[src/rtl/nco_pkg.sv]
// NCO shared widths, reset constants and the quarter-wave sine table.
// Imported by the phase accumulator top and the sine lookup.
package nco_pkg;

   localparam int ACC_W   = 32;
   localparam int ADDR_W  = 8;
   localparam int DATA_W  = 8;
   localparam int QTR_LEN = 65;
   localparam int QTR_W   = 7;

   localparam logic [DATA_W-1:0] MIDSCALE = 8'd128;

   // round(127*sin(2*pi*j/256)) for j = 0..64
   localparam logic [QTR_W-1:0] QTR_TAB [QTR_LEN] = '{
      7'd0,   7'd3,   7'd6,   7'd9,   7'd12,  7'd16,  7'd19,  7'd22,
      7'd25,  7'd28,  7'd31,  7'd34,  7'd37,  7'd40,  7'd43,  7'd46,
      7'd49,  7'd51,  7'd54,  7'd57,  7'd60,  7'd63,  7'd65,  7'd68,
      7'd71,  7'd73,  7'd76,  7'd78,  7'd81,  7'd83,  7'd85,  7'd88,
      7'd90,  7'd92,  7'd94,  7'd96,  7'd98,  7'd100, 7'd102, 7'd104,
      7'd106, 7'd107, 7'd109, 7'd111, 7'd112, 7'd113, 7'd115, 7'd116,
      7'd117, 7'd118, 7'd120, 7'd121, 7'd122, 7'd122, 7'd123, 7'd124,
      7'd125, 7'd125, 7'd126, 7'd126, 7'd126, 7'd127, 7'd127, 7'd127,
      7'd127
   };

   function automatic logic [QTR_W-1:0] qtr_at(input logic [QTR_W-1:0] idx);
      return QTR_TAB[idx];
   endfunction

endpackage

[src/rtl/nco_sine_lut.sv]
// Combinational sine lookup: folds an 8-bit phase into the quarter
// table and rebuilds the offset-binary sample around midscale.
module nco_sine_lut
   import nco_pkg::*;
(
   input  logic [ADDR_W-1:0] addr,
   output logic [DATA_W-1:0] sample
);

   logic [QTR_W-1:0] low;
   logic [QTR_W-1:0] idx;
   logic [QTR_W-1:0] mag;

   always_comb begin
      low = addr[QTR_W-1:0];
      idx = low;
      // second half of each half-wave mirrors around 64
      if (low > 7'd64) begin
         idx = 7'(8'd128 - {1'b0, low});
      end
      mag = qtr_at(idx);
      if (addr[ADDR_W-1]) begin
         sample = MIDSCALE - {1'b0, mag};
      end else begin
         sample = MIDSCALE + {1'b0, mag};
      end
   end

endmodule

[src/rtl/nco.sv]
// Numerically controlled oscillator: 32-bit phase accumulator driving
// a sine LUT, registered 8-bit DAC sample and inverted DAC clock.
module nco
   import nco_pkg::*;
#(
   parameter logic [ACC_W-1:0]  FREQ_WORD    = 32'd85899346,
   parameter logic [ADDR_W-1:0] PHASE_OFFSET = 8'd0
)(
   input  logic              sys_clk,
   input  logic              sys_rst_n,
   output logic [DATA_W-1:0] da_data,
   output logic              da_clk
);

   logic [ACC_W-1:0]  acc_q;
   logic [ACC_W-1:0]  acc_d;
   logic [DATA_W-1:0] data_q;
   logic [DATA_W-1:0] data_d;
   logic [ADDR_W-1:0] addr;
   logic [DATA_W-1:0] sine;

   always_comb begin
      acc_d  = acc_q + FREQ_WORD;
      addr   = acc_q[ACC_W-1 -: ADDR_W] + PHASE_OFFSET;
      data_d = sine;
   end

   nco_sine_lut u_lut (
      .addr   (addr),
      .sample (sine)
   );

   // sys_rst_n is active-high despite its name
   always_ff @(posedge sys_clk or posedge sys_rst_n) begin
      if (sys_rst_n) begin
         acc_q  <= '0;
         data_q <= MIDSCALE;
      end else begin
         acc_q  <= acc_d;
         data_q <= data_d;
      end
   end

   assign da_data = data_q;
   assign da_clk  = ~sys_clk;

endmodule

[config.mk]
export PLATFORM = sky130hd
export DESIGN_NAME = nco
export DESIGN_NICKNAME = d
export VERILOG_FILES = /design/src/rtl/nco_pkg.sv /design/src/rtl/nco_sine_lut.sv /design/src/rtl/nco.sv
export SDC_FILE = /design/constraint.sdc
export NUM_CORES = 1
export LEC_CHECK = 0
export CORE_MARGIN = 1
export CORE_UTILIZATION = 55
export CTS_BUF_LIST = sky130_fd_sc_hd__clkbuf_4 sky130_fd_sc_hd__clkbuf_8
export CTS_CLUSTER_DIAMETER = 30
export CTS_CLUSTER_SIZE = 14
export DETAILED_ROUTE_END_ITERATION = 8
export GPL_TIMING_DRIVEN = 0
export PLACE_DENSITY_LB_ADDON = 0.12
export SLEW_MARGIN = 30
export SYNTH_ARGS = -nofsm -noshare
export SYNTH_HDL_FRONTEND = slang
export SYNTH_SLANG_ARGS = --single-unit
export TNS_END_PERCENT = 20
[constraint.sdc]
create_clock -name sys_clk -period 10.45 [get_ports sys_clk]
set_clock_uncertainty 0.05 [all_clocks]
set_input_delay 1.5675 -clock sys_clk [delete_from_list [all_inputs] [get_ports sys_clk]]
set_output_delay 1.5675 -clock sys_clk [all_outputs]
set_load 0.01 [all_outputs]
==> results of run 1 <==
==> flip-flops by register name, indices dropped and copies added, names as in the netlist <==
name / cells
da_data: 8
acc_q: 31
==> final cells by class <==
| type | instances | area (sq um) |
|---|---|---|
| plain buffers | 16 | 76.3 |
| multi-input cells | 234 | 1700 |
| inverters | 14 | 52.6 |
| clock inverters | 3 | 38.8 |
| repair buffers | 10 | 118 |
| flip-flops and latches | 39 | 977 |
| clock buffers | 7 | 86.3 |
| well taps | 67 | 83.8 |
| fillers | 412 | 1680 |
==> metrics by stage <==
stage          total power, uW  utilization  cell area (sq um)  setup slack [ps]  hold WS [ps]
5_1_grt                    302        0.651               3140              2710           429
3_3_place_gp               168        0.622               3000              3070           396
3_5_place_dp               170        0.628               3030              3070           400
6_report                   293        0.651               3140              2740           424
2_1_floorplan              160            -               2810              3540           369
4_1_cts                    297        0.651               3140              2730           426
==> path summary, 6_finish.rpt <==
kind	end	slack [ps]	depth (start not counted)
setup / recovery	da_clk	2740	4
hold / removal	acc_q[20]$_DFF_PP0_	420	1
setup reg to reg	da_data[3]$_DFF_PP0_	5870	14
hold reg to reg	acc_q[20]$_DFF_PP0_	420	1
max in group asynchronous	acc_q[23]$_DFF_PP0_	8360	3
min in group asynchronous	acc_q[24]$_DFF_PP0_	1540	2
==> routing by layer <==
layer | routed length, um | vias up
met5 | 0 | -
met4 | 159 | 0
met3 | 311 | 17
met2 | 3120 | 78
met1 | 2920 | 1158
li1 | - | 1163
==> power by group through the flow <==
stage	logic [uW]	clock network, uW	registers, uW
final	4.50	138	151
after global routing	5.28	146	151
after CTS	4.78	141	151
after detailed placement	4.80	11.1	154
after global placement	3.32	11.1	154
after floorplan	2.22	3.76	154
==> cell usage in the layout (no fill, tap or decap), types with 2 or more instances in the layout <==
cell type         n
o211a_1           2
xnor2_1          19
nand2b_1          7
clkdlybuf4s50_1  10
a31o_2            3
buf_2             4
a311o_1           2
mux2i_1           5
xor2_1           15
nand3_1          10
inv_2             2
nor4bb_1          2
o211ai_1          4
a311oi_1          4
and2_1            3
or4bb_1           2
o31ai_1           3
nor4b_1           4
inv_1            13
a211o_1           2
o211ai_2          2
a21oi_1          15
clkbuf_8          5
o2111ai_1         3
clkbuf_1          9
nand2_1          17
a31oi_1           8
nor2b_1           5
a211oi_1          2
nor3b_1           5
nor2_1           19
ha_1             13
nor3_1            5
dfrtp_1          38
o221ai_1          3
o21ai_0          15
a21o_1            3
nand4_1           5
a41o_1            2
==> kinds of logic after synthesis <==
kind of cell | after synthesis | share of synthesized area
DFF | 39 | 0.347
and+or+nand+nor | 92 | 0.185
xor gates and xnor gates | 34 | 0.106
AOI/OAI and AO/OA | 89 | 0.234
buffers and inverters | 31 | 0.0471
muxes | 6 | 0.0231
adders and majority gates | 13 | 0.0578
==> worst max-delay path, delay by kind of cell <==
family                 cells  cell delay (ps)
buffers and inverters      4              860
==> results.md, run 1 <==
- Htree depth: 2
- CP Launch Point: sys_clk
- Lkg Pwr: 0.00141 uW
- # nets final: 337
- Top-count cell post-synth: dfrtp_1
- Post-Syn Nets: 319
- Avg Inst Size Synth: 9.26 sq um
- Post-Syn Area: 2810 sq um
- Sequential share of the synthesized area: 0.347
- Sw Ratio: 0.206
- Rel. slew slack: 0.568
- Mapped Cells: 304
- Number of buffers added on ports: 10
- Root Buffer: clkbuf_8
- Reg2Reg Launch Point: acc_q[24]$_DFF_PP0_
- Grt met2 use: 0.445
- Critical Path End Type: output port
- N_diodes: 0
- Worst-Margin Slew: 645 ps
- Largest area contributor in the netlist: dfrtp_1
- Max Cap Viol: 0
- Sw power: 60.5 uW
- Top cell by count, worst path: clkbuf_8
- Layout cell share with drive strength beyond 1: 0.0929
- # setup viols final: 0
- Hpwl dp: 4840 um
- P_int: 233 uW
- Post-synth top cells: dfrtp_1, nor2_1, xnor2_1, nand2_1
- Most used routing layer: met2
- Post-route ant nets: 0
- Ys Warns: 0
- Met1 GRT Util: 0.345
- DR WL/cell: 16.7 um
- Setup bufs post-CTS: 0
- Startpoint Class: clock port
- P&R area growth vs syn: 11.5%
- WP data arrival: 6090 ps
- CTS clock-pin slew for the worst setup and hold paths: 70 ps
- WS Path Type: clk -> out
- Total Wirelength: 6520 um
- CP cell instances: clkbuf_8, clkbuf_8, inv_1, clkdlybuf4s50_1
- Post-CTS Resized: 0
- Via Count: 2416
- Yosys reg bits: 39
- Num ports: 11
- Post-synth cell types: 66
- RSZ-0062 raised after global routing: false
- Status: completed
- DRT Pass-1 Iters: 5
- Synth top area cells: dfrtp_1, xnor2_1, ha_1, xor2_1, a21oi_1
- Cell count after placement: 382
- Residual DRC: 0
- CTS Buffer Depth: 2
- CTS Hold Buffers Added: 0
- Placer Congestion: 0.880
- Die width: 73.5 um
- Die area: 5410 sq um
- Core region area: 4820 sq um
- Die height: 73.5 um
- Vias per cell: 6.19
- Combinational power share: 0.015
- TritonCTS buffer count: 5
- Synth async-reset ratio: 1.00
- Worst skew pair latency: 300 ps
- Pwr/cell area: 93.5 nW/um^2
- Max IR drop VDD: 0.000102 V
- Crit-path max cell delay: 520 ps
- Largest net degree at the start of global routing: 23
- Final Hold Fails: 0
- Met3 GRT Util: 0.0398
- EDFF count, synth: 0
- Final non-filler cell total: 390
- Hold Startpoint: acc_q[20]$_DFF_PP0_
- Initial antenna violation count: 0
- Ys flop type: dfrtp_1
- Slowest CP cell: clkdlybuf4s50_1
- Row count: 25
- Initial Util: 0.584
- Clk pwr share: 0.470
- Vias in the first global route: 2281
- GR Overflow Total: 0
- Share of the synthesized area in the top cell type: 0.338
- First-iteration detailed-routing DRC count: 203
- Setup TNS: 0 ps
- First-pass GRT wire length: 10700 um
- CP max FO: 12
- CTS tree: yes
- Global Route Usage Sum: 0.266
- Slew Limit Fails: 0
- Sequential Power Share: 0.514
- Min-Delay Path Class: reg -> reg
- Crit path required time: 8830 ps
No activity file was read; power rests on OpenSTA's default activity.
==> run 2, diff against run 1 <==
clock period = 7.9 ns   (was 10.45 ns; I/O delays follow)
==> results of run 2 <==
Same layout as run 1 (identical final DEF). Status: completed.
Main changes from that run: setup slack after placement 3070 ps -> 2170 ps; setup slack after layout 2740 ps -> 1850 ps; register-to-register setup slack 5870 ps -> 3320 ps; total power 293 uW -> 388 uW; worst IR drop on VDD 0.000102 V -> 0.000135 V
==> run 3, diff against run 2 <==
clock period = 6.17 ns   (was 7.9 ns; I/O delays follow)
==> results of run 3 <==
Same layout as run 1 (identical final DEF). Status: completed.
Main changes from that run: setup slack after placement 3070 ps -> 1570 ps; setup slack after layout 2740 ps -> 1240 ps; register-to-register setup slack 5870 ps -> 1590 ps; total power 293 uW -> 497 uW; worst IR drop on VDD 0.000102 V -> 0.000172 V
